===== config.mk =====
export PLATFORM = sky130hd
export DESIGN_NAME = bullet_renderer
export DESIGN_NICKNAME = d
export VERILOG_FILES = /design/src/rtl/bullet_renderer.sv
export SDC_FILE = /design/constraint.sdc
export NUM_CORES = 1
export LEC_CHECK = 0
export CAP_MARGIN = 20
export CORE_AREA = 4 4 91 93
export CTS_BUF_LIST = sky130_fd_sc_hd__clkbuf_4 sky130_fd_sc_hd__clkbuf_8 sky130_fd_sc_hd__clkbuf_16
export DETAILED_ROUTE_END_ITERATION = 10
export DIE_AREA = 0 0 95 97
export HOLD_SLACK_MARGIN = 0.08
export PLACE_DENSITY = 0.7
export SYNTH_ARGS = -nofsm -noshare
export SYNTH_HDL_FRONTEND = slang
export SYNTH_SLANG_ARGS = --single-unit

===== constraint.sdc =====
create_clock -name clk -period 5.39 [get_ports clk]
set_input_delay 1.617 -clock clk [delete_from_list [all_inputs] [get_ports clk]]
set_output_delay 1.617 -clock clk [all_outputs]
set_load 0.02 [all_outputs]

===== src/rtl/bullet_renderer.sv =====
// bullet_renderer: turns bullet position updates into VGA pixel writes.
// Optional build macro BULLET_RENDER_CLIP_EN suppresses off-screen pixels.
module bullet_renderer #(
    parameter int          SIZE      = 2,
    parameter logic [2:0]  FG_COLOUR = 3'b111,
    parameter logic [2:0]  BG_COLOUR = 3'b000
) (
    input  logic       clk,
    input  logic       resetn,
    input  logic [7:0] bullet_x,
    input  logic [6:0] bullet_y,
    input  logic       plot_bullet,
    input  logic       firing,
    output logic [7:0] vga_x,
    output logic [6:0] vga_y,
    output logic [2:0] vga_colour,
    output logic       vga_plot,
    output logic       busy,
    output logic       done
);

    typedef enum logic [1:0] {IDLE, ERASE, DRAW, FINISH} state_t;

    localparam logic [1:0] LAST = 2'(SIZE - 1);

`ifdef BULLET_RENDER_CLIP_EN
    localparam int XW = 9;
    localparam int YW = 8;
`else
    localparam int XW = 8;
    localparam int YW = 7;
`endif

    state_t     state, state_n;
    logic [1:0] px, px_n, py, py_n;
    logic [7:0] prev_x, prev_x_n, tgt_x, tgt_x_n, pend_x, pend_x_n;
    logic [6:0] prev_y, prev_y_n, tgt_y, tgt_y_n, pend_y, pend_y_n;
    logic       have_prev, have_prev_n;
    logic       draw_after, draw_after_n;
    logic       pend_valid, pend_valid_n;
    logic       pend_erase, pend_erase_n;
    logic       fire_q;
    logic       fire_fall;
    logic       last_px;

    logic [7:0]    base_x;
    logic [6:0]    base_y;
    logic [XW-1:0] x_sum;
    logic [YW-1:0] y_sum;
    logic [7:0]    vga_x_d;
    logic [6:0]    vga_y_d;
    logic [2:0]    colour_d;
    logic          plot_d, busy_d, done_d;

    assign fire_fall = fire_q & ~firing;
    assign last_px   = (px == LAST) && (py == LAST);

    // Next-state: dispatch, sprite walk, and request capture
    always_comb begin
        state_n      = state;
        px_n         = px;
        py_n         = py;
        prev_x_n     = prev_x;
        prev_y_n     = prev_y;
        tgt_x_n      = tgt_x;
        tgt_y_n      = tgt_y;
        have_prev_n  = have_prev;
        draw_after_n = draw_after;
        pend_x_n     = pend_x;
        pend_y_n     = pend_y;
        pend_valid_n = pend_valid;
        pend_erase_n = pend_erase;
        unique case (state)
            IDLE: begin
                if (pend_erase) begin
                    pend_erase_n = 1'b0;
                    if (have_prev) begin
                        state_n      = ERASE;
                        draw_after_n = 1'b0;
                        px_n         = 2'd0;
                        py_n         = 2'd0;
                    end
                end else if (pend_valid) begin
                    pend_valid_n = 1'b0;
                    tgt_x_n      = pend_x;
                    tgt_y_n      = pend_y;
                    draw_after_n = 1'b1;
                    px_n         = 2'd0;
                    py_n         = 2'd0;
                    state_n      = have_prev ? ERASE : DRAW;
                end
            end
            ERASE, DRAW: begin
                if (last_px) begin
                    px_n = 2'd0;
                    py_n = 2'd0;
                    if (state == DRAW) begin
                        prev_x_n    = tgt_x;
                        prev_y_n    = tgt_y;
                        have_prev_n = 1'b1;
                        state_n     = FINISH;
                    end else if (draw_after) begin
                        state_n = DRAW;
                    end else begin
                        have_prev_n = 1'b0;
                        state_n     = FINISH;
                    end
                end else if (px == LAST) begin
                    px_n = 2'd0;
                    py_n = py + 2'd1;
                end else begin
                    px_n = px + 2'd1;
                end
            end
            FINISH: state_n = IDLE;
            default: state_n = IDLE;
        endcase
        if (plot_bullet) begin
            pend_valid_n = 1'b1;
            pend_x_n     = bullet_x;
            pend_y_n     = bullet_y;
        end
        if (fire_fall) begin
            pend_valid_n = 1'b0;
            pend_erase_n = 1'b1;
        end
    end

    // Next outputs: pixel for the upcoming cycle so writes start right after dispatch
    always_comb begin
        base_x   = (state_n == ERASE) ? prev_x : tgt_x_n;
        base_y   = (state_n == ERASE) ? prev_y : tgt_y_n;
        x_sum    = XW'(base_x) + XW'(px_n);
        y_sum    = YW'(base_y) + YW'(py_n);
        vga_x_d  = vga_x;
        vga_y_d  = vga_y;
        colour_d = vga_colour;
        plot_d   = 1'b0;
        if (state_n == ERASE || state_n == DRAW) begin
            vga_x_d  = x_sum[7:0];
            vga_y_d  = y_sum[6:0];
            colour_d = (state_n == ERASE) ? BG_COLOUR : FG_COLOUR;
`ifdef BULLET_RENDER_CLIP_EN
            plot_d   = (x_sum < 9'd160) && (y_sum < 8'd120);
`else
            plot_d   = 1'b1;
`endif
        end
        busy_d = (state_n != IDLE);
        done_d = (state_n == FINISH);
    end

    // State and output registers
    always_ff @(posedge clk or negedge resetn) begin
        if (!resetn) begin
            state      <= IDLE;
            px         <= 2'd0;
            py         <= 2'd0;
            prev_x     <= 8'd0;
            prev_y     <= 7'd0;
            tgt_x      <= 8'd0;
            tgt_y      <= 7'd0;
            have_prev  <= 1'b0;
            draw_after <= 1'b0;
            pend_x     <= 8'd0;
            pend_y     <= 7'd0;
            pend_valid <= 1'b0;
            pend_erase <= 1'b0;
            fire_q     <= 1'b0;
            vga_x      <= 8'd0;
            vga_y      <= 7'd0;
            vga_colour <= 3'd0;
            vga_plot   <= 1'b0;
            busy       <= 1'b0;
            done       <= 1'b0;
        end else begin
            state      <= state_n;
            px         <= px_n;
            py         <= py_n;
            prev_x     <= prev_x_n;
            prev_y     <= prev_y_n;
            tgt_x      <= tgt_x_n;
            tgt_y      <= tgt_y_n;
            have_prev  <= have_prev_n;
            draw_after <= draw_after_n;
            pend_x     <= pend_x_n;
            pend_y     <= pend_y_n;
            pend_valid <= pend_valid_n;
            pend_erase <= pend_erase_n;
            fire_q     <= firing;
            vga_x      <= vga_x_d;
            vga_y      <= vga_y_d;
            vga_colour <= colour_d;
            vga_plot   <= plot_d;
            busy       <= busy_d;
            done       <= done_d;
        end
    end

endmodule


## Yosys cells after proc, flatten, opt, wreduce, memory -nomap -nowiden

Cells that the tools add are included.

| storage, ports and cells | value |
|---|---|
| logic and storage cells | 90 |
| output and inout port bits | 21 |
| bits of input ports | 19 |
| register bits | 77 |

| cells by class | value |
|---|---|
| bitwise logic cells | 2 |
| add/sub/neg operators | 4 |
| muxes and demuxes | 41 |
| reductions and logical operators | 12 |
| equality and inequality tests | 11 |

Operators by type and width:

| cell | number |
|---|---|
| two-way mux 8 bit | 4 |
| two-way mux 2 bit | 15 |
| two-way mux 7 bit | 4 |
| two-way mux 1 bit | 14 |
| AND reduction 3 bit | 3 |
| adder 8 x 2 -> 8 bit | 1 |
| == test 2 x 1 -> 1 bit (second input constant) | 4 |
| == test 2 bit (second input constant) | 4 |
| one-hot mux 2 bit (2 select lines) | 2 |
| adder 7 x 2 -> 7 bit | 1 |
| one-hot mux 2 bit (3 select lines) | 1 |
| nonzero test 2 bit | 3 |
| adder 2 x 1 -> 2 bit (second input constant) | 2 |
| two-way mux 3 bit | 1 |
| != test 3 x 2 -> 1 bit (second input constant) | 1 |
| nonzero test 3 bit | 1 |
| zero test 2 bit | 1 |
| != test 2 x 1 -> 1 bit (second input constant) | 1 |
| != test 2 bit (second input constant) | 1 |
| AND reduction 2 bit | 1 |
| OR reduction 2 bit | 1 |
| bitwise AND 1 bit | 1 |
| logical AND 1 bit | 1 |
| logical OR 1 bit | 1 |
| NOT 1 bit | 1 |

## Logic depth before layout (Yosys ltp)

| depth | value |
|---|---|
| depth after elaboration | 7 |
| mapped depth | 19 |

## Worst setup path after synthesis

Ideal clock, no wire load.

| timing | value |
|---|---|
| kind | register to register |
| start point | reg py[1] |
| end point | reg vga_y[6] |
| path buffers | 2 |
| data arrival time | 3.566 ns |
| path slack | 1.742 ns |
| cell stages (with the launch flop) | 19 |
| period minus slack after synthesis | 3.648 ns |
| path through | dfrtp_1 -> inv_1 -> ha_1 -> inv_1 -> nor2_1 -> nand3b_1 -> o211ai_1 -> o21ai_0 -> ha_1 -> inv_1 -> buf_2 -> clkbuf_1 -> mux2_2 -> ha_1 -> fa_1 -> o21ai_0 -> or2_0 -> or4_1 -> a31oi_1 |

| on the way | value |
|---|---|
| longest elaborated chain between the ends | 7 |
| elaborated cells on any way between the ends | 16 |
| classes of those cells | 2 x add/sub; 3 x eq/ne; 9 x mux; 2 x reduce/logical |

Ends and longest elaborated chain:

| element | line | text |
|---|---|---|
| start, declared | 35 | `logic [1:0] px, px_n, py, py_n;` |
| start signal, assigned | 179 | `py <= py_n;` |
| == test 2 x 1 -> 1 bit (*) | 56 | `assign last_px = (px == LAST) && (py == LAST);` |
| logical AND 1 bit (*) | 56 |  |
| two-way mux 2 bit (*) | 94 | `if (last_px) begin` |
| one-hot mux 2 bit (3 select lines) (*) | 73 | `unique case (state)` |
| named net state_n[0] | 34 | `state_t state, state_n;` |
| == test 2 x 1 -> 1 bit | 132, 139 |  |
| two-way mux 7 bit | 132 | `base_y = (state_n == ERASE) ? prev_y : tgt_y_n;` |
| adder 7 x 2 -> 7 bit | 134 | `y_sum = YW'(base_y) + YW'(py_n);` |
| end signal, assigned | 192 | `vga_y <= vga_y_d;` |
| end, declared | 15 | `output logic [6:0] vga_y,` |

Mark *: on every way through the listed nets, which the timed path passes. The rest lies on a longest branch.
A chain may end at the register's enable or synchronous reset.

## Worst setup path in the final report

| timing | value |
|---|---|
| start point | reg state[0] |
| end point | reg vga_y[6] |

| on the way | value |
|---|---|
| longest elaborated chain between the ends | 7 |
| elaborated cells on any way between the ends | 18 |
| classes of those cells | 1 x add/sub; 5 x eq/ne; 9 x mux; 3 x reduce/logical |

Ends and longest elaborated chain:

| element | line | text |
|---|---|---|
| start, declared | 34 |  |
| start signal, assigned | 177 | `state <= state_n;` |
| == test 2 bit | 73, 97 |  |
| two-way mux 1 bit | 97 | `if (state == DRAW) begin` |
| two-way mux 2 bit | 94 |  |
| one-hot mux 2 bit (3 select lines) (*) | 73 |  |
| named net state_n[0] | 34 |  |
| == test 2 x 1 -> 1 bit | 132, 139 |  |
| two-way mux 7 bit | 132 |  |
| adder 7 x 2 -> 7 bit | 134 |  |

Marked as above.

==> summary by stage <==
Clock tree
After clock tree synthesis, the clock-pin slew on the worst setup and hold paths is 0.08 ns. Once the clock tree was built, the resizer swapped 0 gates to a different size. The clock tree root buffer cell is clkbuf_8. The clock tree buffer depth is 2. The number of clock buffers added by TritonCTS is 9. The quantity of hold-fixing buffers added after cts is 0. Once the clock tree was built, the setup fixing pass inserted 0 buffers.

The clock reaches the later pin of the worst-skew pair after 0.34 ns. TritonCTS built the clock tree. The H-tree depth is 3. For this design, the sink count on the clock tree is 75.

Worst hold path
The source of the worst hold timing path is fire_q$_DFF_PN0_. The worst min-delay path category is reg -> reg.

Timing
The worst clock skew is 0.00881 ns. The share of the clock period used by the worst path after layout is 0.797. Based on the critical path, the design can be clocked at up to 233 MHz. Setup repair after global routing left no endpoint under its margin.

The number of pins exceeding their max-slew limit in the final report is 0. The worst path needs 4.30 ns of the cycle, external delays included. Setup violations remaining at the end of the flow were counted as 0.

The count of final hold-check violations came to 0. For the pin with the worst max-slew slack, the measured transition is 0.917 ns. The relative slew slack is 0.389. The aggregate negative setup slack is 0 ns.

Setup path
The most numerous cell type found on the critical path is ha_1. The most critical setup path has its startpoint at state[0]$_DFF_PN0_. The critical path runs through a total of 13 cells. Data on the critical path arrives at its endpoint at 4.56 ns. Of all nets on the critical path, the largest fanout is 20. The class of the most critical setup path is reg -> reg. The worst-path cell with the longest stage delay is ha_1. The end of the worst register-to-register path is vga_y[6]$_DFFE_PN0P_.

In this run the critical register-to-register path is launched from state[0]$_DFF_PN0_. The nature of the critical path startpoint is a flop. The buffer and inverter count on the worst path is 2. For the worst flop-to-flop path, the logic depth is 13. Data on the critical path is required at its endpoint by 5.65 ns. The critical path capture point type is a flop.

Traced cell by cell, the critical path runs through inv_1 > ha_1 > o211ai_1 > o21ai_0 > ha_1 > inv_1 > mux2_2 > ha_1 > fa_1 > o21ai_0 > or2_0 > or4_1 > a31oi_1. In this design, the stage delay of the slowest critical-path cell is 0.52 ns. The largest delay contributor family on the critical path is adder cells. The last element of the critical path is vga_y[6]$_DFFE_PN0P_. In this run the register-to-register setup slack is 1.09 ns.

Die
The die is 97 um tall. The overall die area is 9220 um2. The floorplan step defined a core boundary enclosing 7530 um2. For this design the top-level I/O count stands at 40. The initial core utilization is 0.483. From left edge to right edge, the die measures 95 um.

The floorplan has 32 rows.

Synth
Yosys mapped a number of flops with a built-in enable equal to 0. The synthesized design contains 75 register bits. The post-synthesis instance area is 3630 um2. The synthesized net count is 332. Synthesis produced 300 cells. The number of different library cells used by synthesis comes to 47. The post-synthesis area per instance is 12.1 um2. In the synthesized netlist the async set-or-reset flop fraction comes to 1.00. The total of warnings raised by yosys is 0. The share of the Yosys chip area taken by registers is 0.517. The most frequently used flop master after synthesis is dfrtp_1.

GRT
The via count of the first global-routing pass came to 2500. Summed over all layers, the global routing overflow is 0. The global-route wire length before repair is 12.2 mm. For this run, the total global-route usage over all layers was measured as 0.169. The initial antenna violation count is 0. The largest net degree at the start of global routing is 76.

Route
For this block, the initial DRC count from the detailed router was 109. The total number of vias is 2402. For this run, the detailed router's first-pass iteration total came to 4. The post-route antenna net violation count is 0. In the final routed layout, each cell accounts on average for 16.1 um. After detailed routing, the number of vias per cell comes to 5.43.

After detailed routing, the number of remaining DRC violations is 0. The final layout contains routed wiring with a total length of 7.10 mm.

Finish
For this run, the number of standard cells in the final layout without fillers is 442. The repair_antennas step left the layout with diodes totalling 0. The library cells used most frequently in the layout, excluding fill and tap cells, are dfrtp_1, mux2_2, clkdlybuf4s50_1.

The total number of nets in the final design is 367. The share of final-layout standard cells stronger than drive strength 1 is 0.221. The synthesis-to-layout area growth is 17.4%. Leaving out fill and tap cells, the most frequent cell in the layout is dfrtp_1.

Run status
The run finished with clean final reports.

Power and ir drop
The static leakage is 1.92 nW. The cell area power density is 639 nW/um2. VDD sags by at most 0.216 mV.

Placement
Routability-driven placement finished with a final weighted congestion of 0.889. The count of buffers added on input and output ports is 39. Once placement completed, the tool counted placed cells totaling 426. The post-detailed-placement half-perimeter wirelength is 4.83 mm.

Run
The number of maximum-capacitance constraint violations is 0.
## synthesized netlist by cell type, drive strengths merged (4+ instances only)
cell / count / area [um2]
nand3b: 4 / 42.5
nor2: 19 / 71.3
inv: 16 / 60.1
clkbuf: 8 / 30.0
a21o: 6 / 46.3
buf: 8 / 60.1
mux2: 51 / 586
a22o: 4 / 35.0
a31oi: 5 / 31.3
ha: 11 / 138
o21ai: 13 / 65.1
dfrtp: 75 / 1880
mux2i: 8 / 80.1
nand2: 9 / 33.8
a21oi: 14 / 70.1
o21a: 4 / 30.0
nand3: 4 / 20.0
nor3: 5 / 25.0
## how the worst min path moves through the flow
stage | endpoint | depth (start not counted)
final | pend_valid$_DFFE_PN0P_ | 1
after global placement | pend_valid$_DFFE_PN0P_ | 1
after floorplan | pend_valid$_DFFE_PN0P_ | 1
after global routing | pend_valid$_DFFE_PN0P_ | 1
after CTS | pend_valid$_DFFE_PN0P_ | 1
after detailed placement | pend_valid$_DFFE_PN0P_ | 1
## power breakdown
part	total, mW	switching [mW]	internal [mW]
clock	0.431	0.202	0.229
combinational	1.36	0.726	0.630
sequential	0.936	0.145	0.791
## stage by stage
stage           util  cell area (um2)  total power, mW  hold slack (ns)  worst slack (ns)
2_1_floorplan      -             3630             1.89            0.419              1.74
3_3_place_gp   0.540             4070             2.27            0.431              1.28
3_5_place_dp   0.540             4070             2.30            0.438              1.09
4_1_cts        0.566             4260             2.75            0.447              1.06
5_1_grt        0.566             4260             2.94            0.466             0.632
6_report       0.566             4260             2.72            0.444              1.09
## cell families (layout without fill, tap and decap cells)
group / count (synthesis) / count (layout) / synth area share
buffers and inverters: 32 / 72 / 0.0413
and+or+nand+nor: 58 / 58 / 0.0878
DFF: 75 / 75 / 0.517
adders and majority gates: 13 / 13 / 0.0489
muxes: 59 / 59 / 0.183
AOI/OAI and AO/OA: 58 / 58 / 0.110
xor gates and xnor gates: 5 / 5 / 0.0121
## layout make-up
| class | instances | area, um2 |
|---|---|---|
| clock buffers | 11 | 145 |
| clock inverters | 5 | 52.6 |
| fillers | 662 | 3260 |
| inverters | 16 | 60.1 |
| multi-input cells | 193 | 1610 |
| flip-flops and latches | 75 | 1880 |
| well taps | 102 | 128 |
| repair buffers | 40 | 395 |
## registers in the layout (all words and copies together) (netlist names)
signal / cells
pend_x: 8
prev_x: 8
tgt_x: 8
vga_x: 8
pend_y: 7
prev_y: 7
tgt_y: 7
vga_y: 7
px: 2
py: 2
state: 2
busy: 1
done: 1
draw_after: 1
fire_q: 1
have_prev: 1
pend_erase: 1
pend_valid: 1
vga_colour: 1
vga_plot: 1
## worst register-to-register path, delay by kind of cell (launching register included)
kind	cells	cell delay, ns
buf+inv	2	0.58
mux	1	0.35
simple gates	2	0.76
compound gates	4	0.77
flops	1	0.42
fa+ha+maj	4	1.31
## layer usage
layer	track usage	vias to the layer above	wire [um]
met5	0	-	0
met4	0.0522	0	70
met3	0.0389	7	258
met2	0.273	48	3460
met1	0.224	1211	3310
li1	-	1136	-
Note: power is estimated with default switching activity, not from simulation.
